### config.mk
export PLATFORM = sky130hd
export DESIGN_NAME = mux8_rr_arbiter
export DESIGN_NICKNAME = d
export VERILOG_FILES = /design/src/rtl/mux8_rr_arbiter_pkg.sv /design/src/rtl/mux8_rr_arbiter_sub.sv /design/src/rtl/mux8_rr_arbiter.sv
export SDC_FILE = /design/constraint.sdc
export NUM_CORES = 1
export LEC_CHECK = 0
export CAP_MARGIN = 20
export CELL_PAD_IN_SITES_DETAIL_PLACEMENT = 1
export CELL_PAD_IN_SITES_GLOBAL_PLACEMENT = 1
export CORE_ASPECT_RATIO = 0.7
export CORE_UTILIZATION = 26
export DETAILED_ROUTE_END_ITERATION = 7
export GPL_TIMING_DRIVEN = 0
export PLACE_DENSITY_LB_ADDON = 0.25
export SLEW_MARGIN = 5
export SYNTH_ARGS = -nofsm -noshare
export SYNTH_HDL_FRONTEND = slang
export SYNTH_SLANG_ARGS = --single-unit
### constraint.sdc
create_clock -name clk -period 4.76 [get_ports clk]
set_input_delay 1.19 -clock clk [delete_from_list [all_inputs] [get_ports clk]]
set_output_delay 1.19 -clock clk [all_outputs]
set_load 0.005 [all_outputs]
### src/rtl/mux8_rr_arbiter_pkg.sv
// Shared constants, state encoding and helpers for the 8-way round-robin mux arbiter.
package mux8_rr_arbiter_pkg;

  localparam int N_REQ = 8;
  localparam int SEL_W = 3;

  typedef enum logic {
    ST_IDLE = 1'b0,
    ST_BUSY = 1'b1
  } state_e;

  function automatic logic [N_REQ-1:0] sel2onehot(input logic [SEL_W-1:0] s);
    return N_REQ'(1) << s;
  endfunction

endpackage

### src/rtl/mux8_rr_arbiter_sub.sv
// Building blocks for mux8_rr_arbiter: rotating first-one picker and a 1-bit 8:1 mux tree.
module rr_pick8 import mux8_rr_arbiter_pkg::*; (
  input  logic [N_REQ-1:0] vec,
  input  logic [SEL_W-1:0] ptr,
  output logic             any,
  output logic [SEL_W-1:0] idx
);

  logic [N_REQ-1:0] rot;
  logic [SEL_W-1:0] off;

  // Rotate so bit 0 is the ptr position, find the lowest set bit, then rotate back.
  always_comb begin
    rot = N_REQ'({vec, vec} >> ptr);
    off = '0;
    for (int i = N_REQ - 1; i >= 0; i--) begin
      if (rot[i]) off = SEL_W'(i);
    end
    idx = ptr + off;
    any = |vec;
  end

endmodule

module mux8to1 (
  input  logic [7:0] d_i,
  input  logic [2:0] s_i,
  output logic       y_o
);

  logic [3:0] l0;
  logic [1:0] l1;

  always_comb begin
    for (int k = 0; k < 4; k++) l0[k] = s_i[0] ? d_i[2*k+1] : d_i[2*k];
    for (int k = 0; k < 2; k++) l1[k] = s_i[1] ? l0[2*k+1] : l0[2*k];
    y_o = s_i[2] ? l1[1] : l1[0];
  end

endmodule

### src/rtl/mux8_rr_arbiter.sv
// Round-robin arbiter sharing one DATA_W-wide 8:1 mux path between 8 requesters.
// Define MUXARB_BURST_EN to hold a grant until the requester's last beat is accepted.
module mux8_rr_arbiter import mux8_rr_arbiter_pkg::*; #(
  parameter int DATA_W = 8
) (
  input  logic                    clk,
  input  logic                    rst_n,
  input  logic [N_REQ-1:0]        req,
  input  logic [N_REQ*DATA_W-1:0] in_data,
  input  logic [N_REQ-1:0]        in_last,
  output logic [N_REQ-1:0]        ack,
  output logic                    out_valid,
  input  logic                    out_ready,
  output logic [DATA_W-1:0]       out_data,
  output logic [SEL_W-1:0]        out_sel,
  output logic                    out_last
);

  state_e           state_q, state_d;
  logic [SEL_W-1:0] ptr_q, ptr_d;
  logic [SEL_W-1:0] sel_q, sel_d;

  logic [N_REQ-1:0] pickVec;
  logic [SEL_W-1:0] pickPtr;
  logic [SEL_W-1:0] pickIdx;
  logic             pickAny;
  logic             accept;
  logic             holdBurst;
  logic             lastSel;

  assign accept = (state_q == ST_BUSY) && out_ready;

`ifdef MUXARB_BURST_EN
  assign lastSel   = in_last[sel_q];
  assign holdBurst = !lastSel;
`else
  logic unusedLast;
  assign unusedLast = ^in_last;
  assign lastSel    = 1'b1;
  assign holdBurst  = 1'b0;
`endif

  // While busy, the picker re-arbitrates as if the current winner were already served.
  assign pickVec = (state_q == ST_BUSY) ? (req & ~sel2onehot(sel_q)) : req;
  assign pickPtr = (state_q == ST_BUSY) ? sel_q + 1'b1 : ptr_q;

  rr_pick8 uPick (
    .vec (pickVec),
    .ptr (pickPtr),
    .any (pickAny),
    .idx (pickIdx)
  );

  always_ff @(posedge clk) begin
    if (!rst_n) begin
      state_q <= ST_IDLE;
      ptr_q   <= '0;
      sel_q   <= '0;
    end else begin
      state_q <= state_d;
      ptr_q   <= ptr_d;
      sel_q   <= sel_d;
    end
  end

  always_comb begin
    state_d = state_q;
    ptr_d   = ptr_q;
    sel_d   = sel_q;
    case (state_q)
      ST_IDLE: begin
        if (pickAny) begin
          state_d = ST_BUSY;
          sel_d   = pickIdx;
        end
      end
      ST_BUSY: begin
        if (accept) begin
          if (!holdBurst) begin
            ptr_d = pickPtr;
            if (pickAny) sel_d = pickIdx;
            else         state_d = ST_IDLE;
          end
        end else if (!req[sel_q]) begin
          // Requester withdrew before being served: drop the grant.
          state_d = ST_IDLE;
        end
      end
      default: state_d = ST_IDLE;
    endcase
  end

  always_comb begin
    out_valid = (state_q == ST_BUSY);
    out_sel   = sel_q;
    out_last  = out_valid & lastSel;
    ack       = (accept && rst_n) ? sel2onehot(sel_q) : '0;
  end

  for (genvar b = 0; b < DATA_W; b++) begin : gBit
    logic [N_REQ-1:0] col;
    for (genvar i = 0; i < N_REQ; i++) begin : gCol
      assign col[i] = in_data[i*DATA_W + b];
    end
    mux8to1 uMux (
      .d_i (col),
      .s_i (out_sel),
      .y_o (out_data[b])
    );
  end

endmodule

==> results.toml, run 1 <==
[outcome]
outcome = "finished clean"

[clock_network]
clockBufferDepth = 2
numCtsBuffers = 3
cts_root_buf = "clkbuf_8"
cts.sinks = 7
clk_latency_ns = 0.22
postCtsSetupBuffers = 0
clk_pin_slew_ns = 0.04
htreeDepth = 1
cts_tree = "done"
cts_hold_buf = 0

[synth]
synth-seq-cells = 7
synth_edf_count = 0
ys_seq_area_share_pct = 8.472
synth_fp_nets = 283
synthFlopType = "dfxtp_1"
synth_largest_area_cell = "mux4_2"
yosys-top-cells-count = "nand2_1, mux4_2, nor2_1, buf_4"
async_flop_share_pct = 0
ys_top_cells_by_area = "mux4_2, dfxtp_1, nand2_1"
syn_area_sq_um = 1654
ys_warn_count = 0
avgSynthCellArea_sq_um = 8.615
yosysMostFrequentCell = "nand2_1"
synth_top_area_share_pct = 27.23
syn_inst = 192
yosys.cell_types.count = 45

[worst_setup_path]
worst_setup_path_end_kind = "flop"
cp_slowest_stage_delay_ns = 0.58
crit_path_top_delay_cell = "mux4_2"
path_cells = "clkbuf_2 > clkbuf_2 > inv_1 > ha_1 > mux2i_4 > mux4_2 > mux2i_1 > nor3_1 > o21ai_0 > a31oi_1 > ha_1 > fa_1 > xnor2_1 > nor3_1 > o2111ai_1 > o221ai_2"
cp.required_ns = 4.91
critical_path_class = "flop to flop"
critPathMaxFanout = 10
cp.arrival_ns = 4.54
startpoint_type = "flop"

[placed_design]
port-buffer-count = 95
dp_hpwl_um = 5834
preCtsSetupSlack_ns = -0.07827
dpl-instance-area_sq_um = 2699
place_congestion = 0.8071
post-place-cells = 362

[power]
intPower_w = 0.0006218
p_leak_nw = 1.065
peakVddDrop_uv = 146.8
comb_power_share_pct = 83.0
switchingPower_w = 0.0004654
clkPwrFrac_pct = 7.5
power_density_nw_per_um2 = 396.1
seqPwrFrac_pct = 9.5
switching_share_pct = 42.81

[floorplanning]
ioPinCount = 104
dieHeight_um = 68.74
dieArea_sq_um = 6690
num_rows = 23
initial_core_util_pct = 27.90
die_w_um = 97.34
coreArea_sq_um = 5928

[finish]
finalNonFillerCells = 365
drive_above_1_share_pct = 16.90
fillers = 703
syn_to_final_growth_pct = 65.96
nNetsFinal = 382
n_antenna_cell = 0
design_area_sq_um = 2745

[hold_path]
hp-class = "flop to flop"

[sta]
setup_violations = 0
fmax_mhz = 227.7
hold_ws_ns = 0.4919
slew_headroom_pct = 49.44
fin_crit_sh_pct = 92.27
tightest_slew_ns = 0.7505
setup_ws_ns = 0.3678
rsz0062_at_grt = "no"
slew_viol_final = 0
hold_viol_final = 0
tns_ns = 0
min_period_ns = 4.392
clock_skew_ns = 0.002151

[grt]
grt_pass1_wl_um = 9949
antenna_found_initial = 0
overflow = 0
use_met2_pct = 28.79
grt.total_usage_pct = 19.66
grt.busiest_layer = "met1"
use_met1_pct = 31.00
grt_max_degree = 11
grt_use_met3_pct = 2.923
grt_pass1_vias = 1765

[drt]
postRouteAntennaNets = 0
initialDrtViolationCount = 75
vias = 1866
drc = 0
viasPerCell = 5.112
firstDrtPassIters = 4
wl_per_cell_um = 18.72
drt_wl_total_um = 6834

[job]
drv_cap = 0
-- path summary, 6_finish.rpt --
kind / start / endpoint / cells past startpoint / slack, ns
worst max-delay path: out_sel[1]$_SDFFE_PN0P_ / out_sel[2]$_SDFFE_PN0P_ / 16 / 0.37
worst min-delay path: ptr_q[1]$_SDFFE_PN0P_ / ptr_q[1]$_SDFFE_PN0P_ / 2 / 0.49
worst max register to register: out_sel[1]$_SDFFE_PN0P_ / out_sel[2]$_SDFFE_PN0P_ / 16 / 0.37
worst min register to register: ptr_q[1]$_SDFFE_PN0P_ / ptr_q[1]$_SDFFE_PN0P_ / 2 / 0.49
-- power by group through the flow --
| stage | clock network [W] | logic, W | registers, W |
|---|---|---|---|
| after floorplan | 0 | 0.000582 | 0.0000942 |
| after global placement | 0 | 0.000895 | 0.000102 |
| after detailed placement | 0 | 0.000909 | 0.000102 |
| after CTS | 0.0000849 | 0.000914 | 0.000102 |
| after global routing | 0.0000868 | 0.000988 | 0.000106 |
| final | 0.0000818 | 0.000902 | 0.000103 |
-- placed cells by master, fill, tap and decap left out, types with 2 or more instances in the layout --
cell             instances
a21boi_0                 2
a21oi_1                  6
a22o_1                   2
a22oi_1                  2
a31oi_1                  3
and3_1                   2
buf_4                    9
clkbuf_1                 3
clkbuf_2                 2
clkbuf_8                 3
clkdlybuf4s50_1         95
dfxtp_1                  6
ha_1                     7
inv_1                    7
mux2i_1                  5
mux4_1                   2
mux4_2                  20
nand2_1                 34
nand2b_1                 5
nand3_1                  8
nor2_1                  19
nor2b_4                  2
nor3_1                   6
o211a_1                  2
o211ai_1                 2
o21a_1                   3
o21ai_0                  8
o21ai_1                  3
-- registers in the layout, summed over array words and instances, names as in the netlist --
| register | count |
|---|---|
| out_sel | 3 |
| out_last | 1 |
| ptr_q | 3 |
-- kinds of logic after synthesis --
kind of cell / count (synthesis) / synth area share (%)
AO/OA/AOI/OAI: 37 / 14.98
XOR/XNOR: 1 / 0.5296
adder cells (fa/ha/maj): 8 / 6.505
buffers and inverters: 26 / 8.622
flip-flops: 7 / 8.472
multiplexers: 29 / 35.70
AND/OR/NAND/NOR: 84 / 25.19
-- metrics by stage --
stage,util (%),power (W)
after floorplan,-,0.0006758
after global placement,45.53,0.0009969
after detailed placement,45.53,0.001011
after CTS,46.31,0.001101
after global routing,46.31,0.001181
final,46.31,0.001087
-- timing repair --
item | CTS | global route
gates cloned | 0 | 0
endpoints found under the setup margin | 1 | 2
resized for setup | 1 | 4
-- worst max-delay path: cells and delay by family, from the launching register on --
| kind | cells | cell delay [ns] |
|---|---|---|
| DFF | 1 | 0.45 |
| xor gates and xnor gates | 1 | 0.15 |
| muxes | 3 | 1.26 |
| and+or+nand+nor | 2 | 0.28 |
| AOI/OAI and AO/OA | 4 | 0.45 |
| buffers and inverters | 3 | 0.80 |
| adders and majority gates | 3 | 0.93 |
-- metal layers --
metal	vias to the layer above	routed length, um
li1	901	-
met1	894	3365
met4	0	8
met2	69	2994
met5	-	0
met3	2	467
-- area by class of cell --
type / count / area [sq um] / share of cell area (%)
buffer: 16 / 108.9 / 3.965
sequential: 7 / 141.4 / 5.150
tap: 75 / 93.84 / 3.418
inverter: 9 / 33.78 / 1.231
timing repair buffer: 95 / 950.9 / 34.64
clock buffer: 4 / 45.04 / 1.641
multi-input combinational: 159 / 1371 / 49.95
Note: power is estimated with default switching activity, not from simulation.
==> run 2: changes to the inputs <==
--- a/config.mk
+++ b/config.mk
@@ -9,6 +9,7 @@
 export CELL_PAD_IN_SITES_DETAIL_PLACEMENT = 1
 export CELL_PAD_IN_SITES_GLOBAL_PLACEMENT = 1
 export CORE_ASPECT_RATIO = 0.7
+export CORE_MARGIN = 5
 export CORE_UTILIZATION = 26
 export DETAILED_ROUTE_END_ITERATION = 7
 export GPL_TIMING_DRIVEN = 0
==> results.toml, run 2 (synthesis gave the netlist of run 1 again) <==
[outcome]
outcome = "finished clean"

[floorplanning]
initial_core_util_pct = 26.61
num_rows = 24
die_w_um = 105.3
ioPinCount = 104
dieHeight_um = 76.74
dieArea_sq_um = 8083
coreArea_sq_um = 6216

[grt]
grt_pass1_vias = 1959
grt_max_degree = 11
grt.total_usage_pct = 18.29
overflow = 0
grt_pass1_wl_um = 11630
antenna_found_initial = 0

[worst_setup_path]
startpoint_type = "flop"
cp.required_ns = 4.86
critPathMaxFanout = 10
worst_setup_path_end_kind = "flop"
critical_path_class = "flop to flop"
cp.arrival_ns = 4.53

[power]
p_leak_nw = 1.070
p_total_w = 0.001102
power_density_nw_per_um2 = 400.0
peakVddDrop_uv = 130.3

[sta]
hold_viol_final = 0
fin_crit_sh_pct = 93.10
tightest_slew_ns = 0.7448
slew_headroom_pct = 50.34
slew_viol_final = 0
setup_violations = 0
rsz0062_at_grt = "no"
clock_skew_ns = 0.003529
fmax_mhz = 225.7
hold_ws_ns = 0.4911
min_period_ns = 4.431

[drt]
initialDrtViolationCount = 62
drc = 0
vias = 1894
wl_per_cell_um = 19.88
viasPerCell = 5.133
drt_wl_total_um = 7334
postRouteAntennaNets = 0
firstDrtPassIters = 4

[placed_design]
place_congestion = 0.8256
dpl-instance-area_sq_um = 2703
port-buffer-count = 95
dp_hpwl_um = 6222

[finish]
design_area_sq_um = 2756
drive_above_1_share_pct = 17.18
syn_to_final_growth_pct = 66.64
n_antenna_cell = 0
fillers = 751
nNetsFinal = 383
final_cell_mix = "clkdlybuf4s50_1, nand2_1, mux4_2, nor2_1, buf_4"
final_common_cell = "clkdlybuf4s50_1"

[clock_network]
clockBufferDepth = 2
cts_tree = "done"
htreeDepth = 1
cts.sinks = 7
clk_pin_slew_ns = 0.04
cts_hold_buf = 0
cts_root_buf = "clkbuf_8"
clk_latency_ns = 0.23
numCtsBuffers = 3

[job]
drv_cap = 0

[hold_path]
hp-class = "flop to flop"
## run 2: cell types whose count changed in the layout (fill, tap and decap cells not counted)
cell	change
clkbuf_4	+1
## run 2: critical path, stage by stage (launching register included)
cell and delay [ns]:
dfxtp_1 0.44, clkbuf_2 0.36, clkbuf_2 0.37, inv_1 0.11, ha_1 0.33, mux2i_4 0.35
mux4_1 0.63, mux2i_1 0.33, or2_1 0.20, nand2b_1 0.12, a21boi_1 0.09, fa_1 0.42
xnor2_1 0.22, nor3_1 0.07, o2111ai_1 0.13, o221ai_2 0.12
## run 2: layout make-up
cell class	count	area (sq um)	share of cell area (%)
multi-input combinational	159	1371	49.75
timing repair buffer	95	950.9	34.50
clock buffer	4	45.04	1.634
buffer	17	116.4	4.222
inverter	9	33.78	1.226
tap	78	97.59	3.541
sequential	7	141.4	5.129
## run 2: where the power goes
part           switching [W]   total, W  internal (W)  leakage [nW]
logic               0.000422   0.000916      0.000494         0.989
registers          0.0000283   0.000102     0.0000742        0.0579
clock network      0.0000264  0.0000844     0.0000580        0.0228
## run 2: worst paths after layout
check,cells after the start,end,slack (ns),startpoint
hold reg to reg,2,ptr_q[2]$_SDFFE_PN0P_,0.49,ptr_q[2]$_SDFFE_PN0P_
setup reg to reg,15,out_sel[2]$_SDFFE_PN0P_,0.33,out_sel[1]$_SDFFE_PN0P_
hold / removal,2,ptr_q[2]$_SDFFE_PN0P_,0.49,ptr_q[2]$_SDFFE_PN0P_
setup / recovery,15,out_sel[2]$_SDFFE_PN0P_,0.33,out_sel[1]$_SDFFE_PN0P_
## run 2: through the flow
| step | TNS [ns] | setup slack [ns] | cells | utilization, % |
|---|---|---|---|---|
| floorplan | 0 | 0.7219 | 192 | - |
| global placement | -0.05906 | -0.05906 | 365 | 43.48 |
| detailed placement | -0.1659 | -0.1659 | 365 | 43.48 |
| CTS | 0 | 0.03367 | 369 | 44.22 |
| global route | 0 | 0.01652 | 369 | 44.34 |
| finish | 0 | 0.3286 | 369 | 44.34 |
## run 2: metal layers
metal / track usage, % / part of all wire, % / vias to the layer above
met1: 25.89 / 48 / 931
met5: 0 / 0 / -
met4: 2.883 / 0.90 / 0
li1: - / - / 908
met3: 4.027 / 6.3 / 6
met2: 29.01 / 45 / 49
## run 2: timing repair
item,in CTS,in global routing
endpoints found under the hold margin,0,0
setup buffers,0,0
setup endpoints to repair,1,2
resized for setup,1,5
==> run 3: changes to the inputs <==
--- a/config.mk
+++ b/config.mk
@@ -8,7 +8,7 @@
 export CAP_MARGIN = 20
 export CELL_PAD_IN_SITES_DETAIL_PLACEMENT = 1
 export CELL_PAD_IN_SITES_GLOBAL_PLACEMENT = 1
-export CORE_ASPECT_RATIO = 0.7
+export CORE_ASPECT_RATIO = 1.5
 export CORE_MARGIN = 5
 export CORE_UTILIZATION = 26
 export DETAILED_ROUTE_END_ITERATION = 7
==> results.toml, run 3 (synthesis gave the netlist of run 1 again) <==
[sta]
rsz0062_at_grt = "no"
slew_viol_final = 0
fmax_mhz = 230.6
tns_ns = 0
hold_ws_ns = 0.4970
hold_viol_final = 0
slew_headroom_pct = 54.60
clock_skew_ns = 0.005616
tightest_slew_ns = 0.6739
fin_crit_sh_pct = 91.10
min_period_ns = 4.336
setup_ws_ns = 0.4236
setup_violations = 0

[worst_setup_path]
critical_path_class = "flop to flop"
r2r_slack_ns = 0.42
critPathMaxFanout = 10
worst_setup_path_end_kind = "flop"
startpoint_type = "flop"
cp.required_ns = 4.91
cp.arrival_ns = 4.49

[floorplanning]
dieHeight_um = 107.7
ioPinCount = 104
dieArea_sq_um = 8090
die_w_um = 75.13
initial_core_util_pct = 26.79
num_rows = 35
coreArea_sq_um = 6175

[finish]
n_antenna_cell = 0
final_cell_mix = "clkdlybuf4s50_1, nand2_1, mux4_2, nor2_1, buf_4"
drive_above_1_share_pct = 17.24
multi_input_area_sq_um = 1371
design_area_sq_um = 2745
final_common_cell = "clkdlybuf4s50_1"
fillers = 745
nNetsFinal = 382
final_core_util_pct = 44.46
seqCellArea_sq_um = 141.4
syn_to_final_growth_pct = 65.96

[drt]
postRouteAntennaNets = 0
drc = 0
initialDrtViolationCount = 46
drt_wl_total_um = 7021
firstDrtPassIters = 4
vias = 1897
wl_per_cell_um = 19.29
viasPerCell = 5.212

[clock_network]
clk_pin_slew_ns = 0.05
clk_latency_ns = 0.23
cts.sinks = 7
numCtsBuffers = 3
cts_root_buf = "clkbuf_8"
cts_hold_buf = 0
postCtsSetupBuffers = 0
cts_tree = "done"
htreeDepth = 1
clockBufferDepth = 2

[grt]
use_met2_pct = 34.04
grt_max_degree = 11
grt.busiest_layer = "met2"
grt.total_usage_pct = 17.41
grt_pass1_wl_um = 10630
grt_pass1_vias = 2119
antenna_found_initial = 0
overflow = 0
grt_use_met3_pct = 3.084
use_met1_pct = 16.89

[outcome]
outcome = "finished clean"

[placed_design]
dpl-instance-area_sq_um = 2698
place_congestion = 0.9031
preCtsSetupSlack_ns = 0.002193
dp_hpwl_um = 5981
port-buffer-count = 95

[power]
power_density_nw_per_um2 = 393.4
peakVddDrop_uv = 189.3
p_leak_nw = 1.068

[job]
drv_cap = 0

[hold_path]
hp-class = "flop to flop"
-- run 3: changes by cell type in the layout (fill, tap and decap cells not counted), sizes merged --
cell,delta
clkinv,+1
clkbuf,-3
buf,+1
-- run 3: final cells by class --
class	instances	share of cell area, %
Timing Repair Buffer	95	34.64
Multi-Input combinational cell	159	49.95
Inverter	9	1.231
Tap cell	74	3.373
Sequential cell	7	5.150
Buffer	16	3.965
Clock inverter	1	0.1823
Clock buffer	3	1.504
-- run 3: path summary, 6_finish.rpt --
| check | end | depth (start not counted) | start |
|---|---|---|---|
| worst max-delay path | out_sel[2]$_SDFFE_PN0P_ | 16 | out_sel[0]$_SDFFE_PN0P_ |
| worst min-delay path | ptr_q[1]$_SDFFE_PN0P_ | 2 | ptr_q[1]$_SDFFE_PN0P_ |
| worst max register to register | out_sel[2]$_SDFFE_PN0P_ | 16 | out_sel[0]$_SDFFE_PN0P_ |
| worst min register to register | ptr_q[1]$_SDFFE_PN0P_ | 2 | ptr_q[1]$_SDFFE_PN0P_ |
-- run 3: critical path, cell delays in order, from the launching register on --
cell and delay [ns]:
dfxtp_2 0.48, clkbuf_4 0.33, buf_2 0.35, inv_1 0.11, ha_1 0.36, mux2i_4 0.35
mux4_2 0.61, mux2i_1 0.21, nor3_1 0.06, o21ai_0 0.08, a31oi_1 0.12, ha_1 0.21
fa_1 0.38, xnor2_1 0.15, nor3_1 0.18, o2111ai_1 0.17, o221ai_2 0.08
-- run 3: power breakdown --
group / internal, W / total [W] / switching, W
logic: 0.000491 / 0.000891 / 0.000400
registers: 0.0000740 / 0.000102 / 0.0000282
clock network: 0.0000570 / 0.0000870 / 0.0000300
-- run 3: per-stage QoR --
| stage | std cells | total power, W |
|---|---|---|
| finish | 364 | 0.001080 |
| global route | 364 | 0.001184 |
| CTS | 365 | 0.001105 |
| detailed placement | 361 | 0.001012 |
| global placement | 361 | 0.0009893 |
| floorplan | 192 | 0.0006758 |
-- run 3: timing repair --
| item | 4_1_cts | 5_1_grt |
|---|---|---|
| setup endpoints to repair | 1 | 2 |
| cloned | 0 | 0 |
| resized for setup | 1 | 2 |
-- run 3: metal layers --
| metal | share of wire (%) | wire (um) |
|---|---|---|
| met5 | 0 | 0 |
| met4 | 2.6 | 180 |
| met3 | 9.1 | 642 |
| met2 | 52 | 3672 |
| met1 | 36 | 2524 |
